### config.mk
export PLATFORM = sky130hd
export DESIGN_NAME = mix_columns_seq
export DESIGN_NICKNAME = d
export VERILOG_FILES = /design/src/rtl/mix_columns_seq.sv
export SDC_FILE = /design/constraint.sdc
export NUM_CORES = 1
export LEC_CHECK = 0
export BUFFER_PORTS_ARGS = -buffer_cell sky130_fd_sc_hd__buf_2
export CAP_MARGIN = 20
export CORE_AREA = 2 2 186 133
export DETAILED_ROUTE_END_ITERATION = 16
export DIE_AREA = 0 0 188 135
export PLACE_DENSITY = 0.85
export SLEW_MARGIN = 20
export SYNTH_ARGS = -nofsm -noshare
export SYNTH_HDL_FRONTEND = slang
export SYNTH_SLANG_ARGS = --single-unit
### constraint.sdc
create_clock -name clk -period 9.5 [get_ports clk]
set_clock_uncertainty 0.1 [all_clocks]
set_input_delay 0.95 -clock clk [delete_from_list [all_inputs] [get_ports clk]]
set_output_delay 0.95 -clock clk [all_outputs]
set_load 0.01 [all_outputs]
### src/rtl/mix_columns_seq.sv
// Column-serial AES MixColumns stage with per-transaction bypass.
// Ports:
//   clk, rst             clock and asynchronous active-high reset
//   in[127:0]            input state, FIPS-197 byte order (column 0 in the MSBs)
//   in_valid, in_ready   input handshake; in_ready is high only in IDLE
//   last_round           sampled with in; 1 passes the state through unchanged
//   out[127:0]           registered mixed state, same byte order as in
//   out_valid, out_ready output handshake; out is held stable while out_valid is high

// GF(2^8) multiply by 2 (xtime).
module mulby2 (
    input  logic [7:0] x,
    output logic [7:0] y
);
    assign y = {x[6:0], 1'b0} ^ (x[7] ? 8'h1b : 8'h00);
endmodule

module mix_columns_seq (
    input  logic         clk,
    input  logic         rst,
    input  logic [127:0] in,
    input  logic         in_valid,
    output logic         in_ready,
    input  logic         last_round,
    output logic [127:0] out,
    output logic         out_valid,
    input  logic         out_ready
);
    localparam logic [1:0] IDLE = 2'd0;
    localparam logic [1:0] BUSY = 2'd1;
    localparam logic [1:0] DONE = 2'd2;

    logic [1:0]   state;
    logic [1:0]   state_nxt;
    logic [1:0]   col;
    logic [127:0] st;
    logic         bypass;
    logic [31:0]  a_col;
    logic [7:0]   a0, a1, a2, a3;
    logic [7:0]   m0, m1, m2, m3;
    logic [31:0]  mix_col;

    // Column col of the captured state.
    always_comb begin
        a_col = st[127:96];
        case (col)
            2'd0:    a_col = st[127:96];
            2'd1:    a_col = st[95:64];
            2'd2:    a_col = st[63:32];
            default: a_col = st[31:0];
        endcase
    end

    assign a0 = a_col[31:24];
    assign a1 = a_col[23:16];
    assign a2 = a_col[15:8];
    assign a3 = a_col[7:0];

    mulby2 u_m0 (.x(a0), .y(m0));
    mulby2 u_m1 (.x(a1), .y(m1));
    mulby2 u_m2 (.x(a2), .y(m2));
    mulby2 u_m3 (.x(a3), .y(m3));

    // 3*x is formed as 2*x ^ x.
    assign mix_col = {m0 ^ (m1 ^ a1) ^ a2 ^ a3,
                      a0 ^ m1 ^ (m2 ^ a2) ^ a3,
                      a0 ^ a1 ^ m2 ^ (m3 ^ a3),
                      (m0 ^ a0) ^ a1 ^ a2 ^ m3};

    // Next-state decode. A bypass transaction spends one BUSY cycle loading the
    // captured state into out, which gives it a one-cycle latency after accept.
    always_comb begin
        state_nxt = state;
        case (state)
            IDLE:    if (in_valid) state_nxt = BUSY;
            BUSY:    if (bypass || col == 2'd3) state_nxt = DONE;
            DONE:    if (out_ready) state_nxt = IDLE;
            default: state_nxt = IDLE;
        endcase
    end

    always_ff @(posedge clk or posedge rst) begin
        if (rst) begin
            state <= IDLE;
        end else begin
            state <= state_nxt;
        end
    end

    // Capture, column-serial result write and bypass load.
    always_ff @(posedge clk or posedge rst) begin
        if (rst) begin
            st     <= 128'h0;
            bypass <= 1'b0;
            col    <= 2'd0;
            out    <= 128'h0;
        end else begin
            if (state == IDLE && in_valid) begin
                st     <= in;
                bypass <= last_round;
                col    <= 2'd0;
            end else if (state == BUSY) begin
                if (bypass) begin
                    out <= st;
                end else begin
                    case (col)
                        2'd0:    out[127:96] <= mix_col;
                        2'd1:    out[95:64]  <= mix_col;
                        2'd2:    out[63:32]  <= mix_col;
                        default: out[31:0]   <= mix_col;
                    endcase
                    col <= col + 2'd1;
                end
            end
        end
    end

    assign in_ready  = (state == IDLE);
    assign out_valid = (state == DONE);
endmodule

# [Word-level counts from Yosys, hierarchy flattened]
# Cells that the tools add are included.
[word_totals] in_bits=133 ff_bits=261
[op_classes] n_eq_ne=10 muxes=17 reduce_logical=15 add_sub_neg=1 n_bitwise=21
[ops] operator="$xor A8 B8 Y8" count=20
[ops] operator="$mux W128" count=1
[ops] operator="$mux W32" count=4
[ops] operator="$pmux W32 S3" count=1
[ops] operator="$mux W5" count=4
[ops] operator="$reduce_and A3 Y1" count=5
[ops] operator="$mux W2" count=6
[ops] operator="$reduce_bool A2 Y1" count=4
[ops] operator="$eq A2 B2 Y1 const B" count=3
[ops] operator="$ne A2 B1 Y1 const B" count=3
[ops] operator="$pmux W2 S3" count=1
[ops] operator="$eq A2 B1 Y1 const B" count=2
[ops] operator="$logic_not A2 Y1" count=2
[ops] operator="$ne A2 B2 Y1 const B" count=2
[ops] operator="$reduce_or A3 Y1" count=1
[ops] operator="$add A2 B1 Y2 const B" count=1
[ops] operator="$reduce_and A2 Y1" count=1
[ops] operator="$logic_and A1 B1 Y1" count=1
[ops] operator="$logic_or A1 B1 Y1" count=1
[ops] operator="$not A1 Y1" count=1

# [Longest topological paths before layout]
# Gate-level depths: netlist of the first run.
[logic_depth] word_depth=10 ltp_mapped=11

# [Modules after synthesis]
# Synthesis of the first run repeated with hierarchy kept, for this count alone.
[unflattened] hier_cells=1237 area_unflattened_um2=13332.8
[modules_own_cells] mod="mix_columns_seq" cells_each=1205 area_per_inst_um2=13077.5 n_inst=1
[modules_own_cells] mod="mulby2" cells_each=8 area_per_inst_um2=63.8 n_inst=4

# [Worst setup path before layout of the first run]
# OpenSTA, ideal clock, no wires.
[synth_timing] path_type="reg2reg" from="register col[0]" to="register out[125]" path_stages_with_launch=11 slack_ps=6734 path_buffers=2 setup_time_ps=136 t_arrival_ps=2531 required_ps=9264 period_less_slack_ps=2766 cell_sequence="dfrtp_1 inv_1 ha_1 buf_6 buf_2 a222oi_1 xor2_1 xor2_1 o211a_1 nor3_1 o21ai_0"
[synth_between] elab_chain_len=9 elab_cells_between_ends=14
[synth_lines] element="start: declaration" line_no="35" source="logic [1:0] col;"
[synth_lines] element="start signal: assignment" line_no="112" source="col <= col + 2'd1;"
[synth_lines] element="$eq A2 B2 Y1, or another cell as far along" line_no="46" source="case (col)"
[synth_lines] element="$pmux W32 S3" line_no="46"
[synth_lines] element="$xor A8 B8 Y8" line_no="15" source="assign y = {x[6:0], 1'b0} ^ (x[7] ? 8'h1b : 8'h00);"
[synth_lines] element="$xor A8 B8 Y8 (4 in series)" line_no="65" source="assign mix_col = {m0 ^ (m1 ^ a1) ^ a2 ^ a3,"
[synth_lines] element="$mux W32" line_no="106" source="case (col)"
[synth_lines] element="$mux W128" line_no="103" source="if (bypass) begin"
[synth_lines] element="end signal: assignment" line_no="104" source="out <= st;"
[synth_lines] element="end signal: assignment" line_no="107" source="2'd0: out[127:96] <= mix_col;"
[synth_lines] element="end: declaration" line_no="25" source="output logic [127:0] out,"
# Parallel ways exist; a longest one is shown, timed or not. The select of a mux whose other input is x is not followed.
# A chain may end at the register's enable or synchronous reset.

# [Worst setup path after layout of the first run]
[layout_timing] from="register col[0]" to="register out[31]"
[layout_between] elab_chain_len=9 elab_cells_between_ends=15
[layout_lines] element="$eq A2 B2 Y1, or another cell as far along" line_no="46, 106"
[layout_lines] element="$pmux W32 S3" line_no="46"
[layout_lines] element="$xor A8 B8 Y8" line_no="15"
[layout_lines] element="$xor A8 B8 Y8 (4 in series)" line_no="65"
[layout_lines] element="$mux W32" line_no="106"
[layout_lines] element="$mux W128" line_no="103"
[layout_lines] element="end signal: assignment" line_no="104"
[layout_lines] element="end signal: assignment" line_no="110" source="default: out[31:0] <= mix_col;"
# Parallel ways exist; a longest one is shown, timed or not. The select of a mux whose other input is x is not followed.

==> results of run 1 <==
[registers in the layout, summed over array words and instances (netlist names)]
signal  cells
bypass      1
col         2
out       128
st        128
state       2
[worst max path at each step]
stage | startpoint | to | slack (ns)
2_1_floorplan | rst | bypass | 1.27
3_3_place_gp | col[0] | out[0] | 5.97
3_5_place_dp | col[0] | out[96] | 5.86
4_1_cts | col[0] | out[32] | 5.81
5_1_grt | col[0] | out[31] | 5.64
6_report | col[0] | out[31] | 5.74
[worst min-delay path, cell delays in order, from the launching register on]
cell and delay (ns):
dfrtp_1 0.34, nand2_1 0.04, o21ai_0 0.06
[synthesized netlist by cell type, types with 4 or more instances]
master	n
xor2_1	67
and2_1	4
nand2b_1	5
and3_1	12
clkbuf_1	83
mux2i_1	6
xnor2_1	86
a211oi_1	8
inv_1	4
ha_1	4
buf_1	4
dfrtp_1	261
a222oi_1	32
buf_2	9
nand2_1	102
a21oi_1	79
o21ai_0	139
o21ai_1	30
o22ai_1	48
a211o_1	5
nor2_1	95
o211ai_1	7
nor3_1	6
o211a_1	9
mux2_2	130
[final cells by class]
class,count,area (µm²),share of cell area (%)
Inverter,6,30.0,0.195
Clock buffer,34,739,4.79
Multi-Input combinational cell,893,6170,40.0
Clock inverter,10,81.3,0.527
Sequential cell,261,6530,42.3
Timing Repair Buffer,285,1480,9.59
Tap cell,318,398,2.58
[logic make-up (layout without fill, tap and decap cells)]
| group | after synthesis | count (layout) |
|---|---|---|
| mux | 136 | 136 |
| xor+xnor | 156 | 156 |
| simple gates | 230 | 230 |
| compound gates | 367 | 367 |
| buf+inv | 105 | 335 |
| fa+ha+maj | 4 | 4 |
| flops | 261 | 261 |
[per-stage QoR]
step | instances | hold slack, ns
3_3_place_gp | 1760 | 0.361
6_report | 1807 | 0.378
2_1_floorplan | 1259 | 0.392
4_1_cts | 1804 | 0.384
3_5_place_dp | 1760 | 0.370
5_1_grt | 1807 | 0.414
[layer usage]
metal	vias up	track usage, %	wire, µm	part of all wire [%]
met1	5587	50.3	17800	39
met3	139	13.7	7460	16
met5	-	0.192	0	0
met2	1012	49.7	18500	41
li1	4892	-	-	-
met4	0	10.5	1580	3.5
==> results by group, run 1 <==
Clocking
  • Clock sink count: 261
  • Worst-Skew Late Latency: 0.53 ns
  • Hold-fix buffers at CTS: 0
  • H-tree level count: 1
  • Reg clk slew, reported paths: 0.07 ns
  • CTS tree: built
  • Postcts setup bufs: 0
  • Clk Tree Root Cell: clkbuf_16
  • Post-CTS sizing: 0
  • Cts bufs inserted: 25
  • Clock tree buffer depth: 3

Timing
  • RSZ-0062 raised after global routing: no
  • Final WS setup: 5.74 ns
  • Least-Margin Pin Slew: 1.10 ns
  • Fin crit period: 3.76 ns
  • Slew Limit Fails: 0
  • Fmax: 266 MHz
  • Final Setup Violations: 0
  • Final Hold Viols: 0
  • Period utilization: 39.6%
  • Worst rel slew slack: 26.5%
  • Total negative slack: 0 ns

Logic synthesis
  • Synth Flop Type: dfrtp_1
  • Top cell type's share of synthesized area: 49.9%
  • Mux share of post-synthesis cell area: 11.6%
  • YS warnings: 0
  • Largest family of logic cells by synthesized area: compound AO/OA/AOI/OAI gates
  • Adder-Cell Fraction of Synth Area: 0.382%
  • Mean post-synth cell area: 10.4 µm²
  • Yosys cell types: 39
  • Post-Synth Simple-Gate Area: 7.31%
  • #FFs+latches synth: 261
  • Synthesized instance count: 1259
  • Mapped cell area: 13100 µm²
  • Synth area leaders: dfrtp_1, mux2_2, xnor2_1
  • Syn nets: 1396
  • Synth Area in Compound Gates: 16.8%
  • Area leader, netlist: dfrtp_1
  • Number of enable flip-flop cells after synthesis: 0
  • Seq/Total Area, Yosys: 49.9%
  • Xor/xnor share of the synthesized area: 10.7%
  • Ys async rst share: 100%

Critical path
  • Critical Path RT: 9.77 ns
  • Crit Reg-Reg Endpoint: out[31]
  • Slowest-stage cell, CP: a222oi_1
  • WP depth: 9
  • Crit-path max cell delay: 0.92 ns
  • Reg2reg start: col[0]
  • Critical Path, Cell by Cell: inv_1 -> ha_1 -> buf_4 -> a222oi_1 -> xor2_1 -> a21oi_1 -> a211oi_1 -> nor3b_1 -> o21ai_0
  • WP data arrival: 4.04 ns
  • CP Launch Type: register
  • R2R cell count: 9
  • Crit path buffers/inverters: 2
  • Worst R2R Setup Slack: 5.74 ns
  • Worst Path Max Fanout: 34
  • Family with the most delay on the worst path: compound AO/OA/AOI/OAI gates
  • CP Class: reg -> reg
  • Worst Setup End Kind: register

Drt
  • DRT iter0 DRCs: 2279
  • DR DRC count: 0
  • First-pass DRT Iterations: 10
  • Vias: 11600
  • Routed wire length: 45300 µm
  • DR WL/cell: 25.1 µm
  • Vias/cell: 6.44
  • Routed Antenna Nets: 0

Layout
  • Commonest non-fill, non-tap cell in the layout: buf_2
  • Layout cells sized above 1: 32.4%
  • Most frequent cells in the layout: buf_2, dfrtp_1, o21ai_0
  • Util after Layout: 65.8%
  • Design area: 15400 µm²
  • Final #Nets: 1609
  • Area delta synth->final: 17.8%
  • Antenna cell count: 0
  • # fillers: 1816

Status
  • Status: finished clean

Die
  • Core Box Area: 23500 µm²
  • Die Y-Extent: 135 µm
  • Die Wd: 188 µm
  • Row Count: 47
  • Initial Util: 55.8%
  • Ports: 263
  • Die area: 25400 µm²

GRT
  • Initial antenna violation count: 0
  • Tot GR Track Use: 35.3%
  • Number of global-route vias before repair: 11100
  • Largest net degree at the start of global routing: 141
  • Congestion Overflow GR: 0
  • First-pass GRT wire length: 67800 µm

Worst hold path
  • Hold crit path type: reg -> reg
  • Hold endpoint: out[55]
  • WHS Path Cells: 2
  • Hold_sp: out[55]

Placement
  • Post-Place Setup Slack: 5.86 ns
  • Post-DP Area: 14600 µm²
  • PortBufs: 262
  • Placer Congestion: 1.03
  • DP Wirelength: 31800 µm

Job
  • Max-cap viol count: 0
Power of run 1 is left out: the tool's default activity adds up to more than one toggle a clock period on the data nets, which glitch-free logic cannot reach.
==> run 2: changes to the inputs <==
==> constraint.sdc (replaced) <==
create_clock -name clk -period 3.8 [get_ports clk]
set_clock_uncertainty 0.1 [all_clocks]
set_input_delay 0.38 -clock clk [delete_from_list [all_inputs] [get_ports clk]]
set_output_delay 0.38 -clock clk [all_outputs]
set_load 0.01 [all_outputs]
==> run 2 against run 1 <==
Effect of this change:
- cell count increased by 10%
- wire length rose by 8.6%
- highest routed layer unchanged
- register-to-register slack worse by 5.6 ns
- first-iteration DRC count decreased by 21%
- clock-buffer cell count is 1 lower
- flip-flop and latch count unchanged
- worst setup slack worse by 5.6 ns
- via count rose by 7.2%
- die area unchanged
- sequential share of layout area fell by 4.3 points
- non-clock buffer count is 179 higher
- worst hold slack got worse by 0.37 ns
==> results by group, run 2 (synthesis gave the netlist of run 1 again) <==
Placement
  • DP Wirelength: 32400 µm (was 31800 µm)
  • Cells after DPL: 1807 (was 1760)
  • PortBufs: 262 (unchanged)
  • Placer Congestion: 1.01 (was 1.03)

Timing
  • Worst rel slew slack: 43.1% (was 26.5%)
  • Period utilization: 95.8% (was 39.6%)
  • RSZ-0062 raised after global routing: no (unchanged)
  • Hold Slack: 0.00657 ns (was 0.378 ns)
  • Final Setup Violations: 0 (unchanged)
  • Fin crit period: 3.64 ns (was 3.76 ns)
  • Slew Limit Fails: 0 (unchanged)
  • Fmax: 275 MHz (was 266 MHz)
  • Least-Margin Pin Slew: 0.846 ns (was 1.10 ns)
  • Final Hold Viols: 0 (unchanged)
  • Total negative slack: 0 ns (unchanged)

Critical path
  • CP Launch Type: register (unchanged)
  • CP Class: reg -> reg (unchanged)
  • Reg2reg start: col[0] (unchanged)
  • Slowest-stage cell, CP: nor3_1 (was a222oi_1)
  • Crit path buffers/inverters: 3 (was 2)
  • Crit-path max cell delay: 0.69 ns (was 0.92 ns)
  • Crit Reg-Reg Endpoint: out[10] (was out[31])
  • Family with the most delay on the worst path: buffers and inverters (was compound AO/OA/AOI/OAI gates)
  • R2R cell count: 10 (was 9)
  • WP data arrival: 3.94 ns (was 4.04 ns)
  • Critical Path, Cell by Cell: inv_1 -> ha_1 -> buf_4 -> a222oi_1 -> buf_4 -> xnor2_1 -> xnor2_1 -> o211a_1 -> nor3_1 -> o21ai_0 (was inv_1 -> ha_1 -> buf_4 -> a222oi_1 -> xor2_1 -> a21oi_1 -> a211oi_1 -> nor3b_1 -> o21ai_0)
  • Worst Setup End Kind: register (unchanged)
  • Worst Path Max Fanout: 22 (was 34)
  • Worst R2R Setup Slack: 0.16 ns (was 5.74 ns)
  • Critical Path RT: 4.10 ns (was 9.77 ns)

Layout
  • Commonest non-fill, non-tap cell in the layout: buf_2 (unchanged)
  • Most frequent cells in the layout: buf_2, dfrtp_1, o21ai_0 (unchanged)
  • Area delta synth->final: 31.2% (was 17.8%)
  • Final #Nets: 1788 (was 1609)
  • Largest registers: out (128), st (128) (unchanged)
  • Util after Layout: 73.2% (was 65.8%)
  • Layout cells sized above 1: 31.9% (was 32.4%)
  • Layout Cells excl Fill: 1988 (was 1807)

Drt
  • DR WL/cell: 24.8 µm (was 25.1 µm)
  • First-pass DRT Iterations: 7 (was 10)
  • Routed Antenna Nets: 0 (unchanged)
  • Vias/cell: 6.27 (was 6.44)
  • DR DRC count: 0 (unchanged)
  • Vias: 12500 (was 11600)
  • Routed wire length: 49200 µm (was 45300 µm)
  • DRT iter0 DRCs: 1806 (was 2279)

Clocking
  • Cts bufs inserted: 25 (unchanged)
  • Clock sink count: 261 (unchanged)
  • Clk Tree Root Cell: clkbuf_16 (unchanged)
  • H-tree level count: 1 (unchanged)
  • Clock tree buffer depth: 3 (unchanged)
  • CTS tree: built (unchanged)
  • Worst-Skew Late Latency: 0.56 ns (was 0.53 ns)
  • Reg clk slew, reported paths: 0.06 ns (was 0.07 ns)

Die
  • Ports: 263 (unchanged)
  • Initial Util: 55.8% (unchanged)
  • Row Count: 47 (unchanged)
  • Die Wd: 188 µm (unchanged)
  • Die area: 25400 µm² (unchanged)
  • Core Box Area: 23500 µm² (unchanged)
  • Die Y-Extent: 135 µm (unchanged)

Worst hold path
  • Hold_sp: in[69] (was out[55])
  • Hold crit path type: in -> reg (was reg -> reg)
  • WHS Path Cells: 2 (unchanged)
  • Hold endpoint: st[69] (was out[55])

GRT
  • Initial antenna violation count: 2 (was 0)
  • Largest net degree at the start of global routing: 94 (was 141)
  • Number of global-route vias before repair: 12100 (was 11100)
  • Tot GR Track Use: 38.3% (was 35.3%)
  • Congestion Overflow GR: 0 (unchanged)
  • First-pass GRT wire length: 73700 µm (was 67800 µm)

Status
  • Status: finished clean (unchanged)

Job
  • Max-cap viol count: 0 (unchanged)
-- run 2: layout make-up --
cell class / count / area [µm²]
inverter: 6 / 26.3
timing repair buffer: 464 / 3180
clock buffer: 33 / 686
clock inverter: 12 / 194
antenna: 1 / 2.50
fill: 1582 / 6280
multi-input combinational: 893 / 6160
sequential: 261 / 6530
tap: 318 / 398
-- run 2: stage by stage --
step	cell area, µm²	setup WS [ns]
3_3_place_gp	15000	0.198
6_report	17200	0.159
4_1_cts	17100	0.152
5_1_grt	17200	0.0355
2_1_floorplan	13100	-0.122
3_5_place_dp	15000	0.167
-- run 2: layer usage --
metal	share of wire (%)	vias up	wire length [µm]	GRT usage (%)
met3	15	167	7480	14.3
li1	-	5246	-	-
met5	0	-	0	0
met4	3.4	0	1690	12.5
met1	39	6031	19100	52.8
met2	43	1026	21000	56.3
-- run 2: worst max path at each step --
stage	from	endpoint	slack (ns)	cells past startpoint
2_1_floorplan	rst	bypass	-0.12	1
3_3_place_gp	col[0]	out[106]	0.20	9
3_5_place_dp	col[0]	out[10]	0.17	9
4_1_cts	col[0]	out[106]	0.15	9
5_1_grt	col[0]	out[74]	0.04	10
6_report	col[0]	out[10]	0.16	10
-- run 2: repair_timing --
item,4_1_cts,5_1_grt
hold buffers,125,0
endpoints found under the hold margin,236,0
buffers inserted,0,10
endpoints found under the setup margin,0,10
gates resized for setup,0,0
Power of run 2 is left out for the same reason.
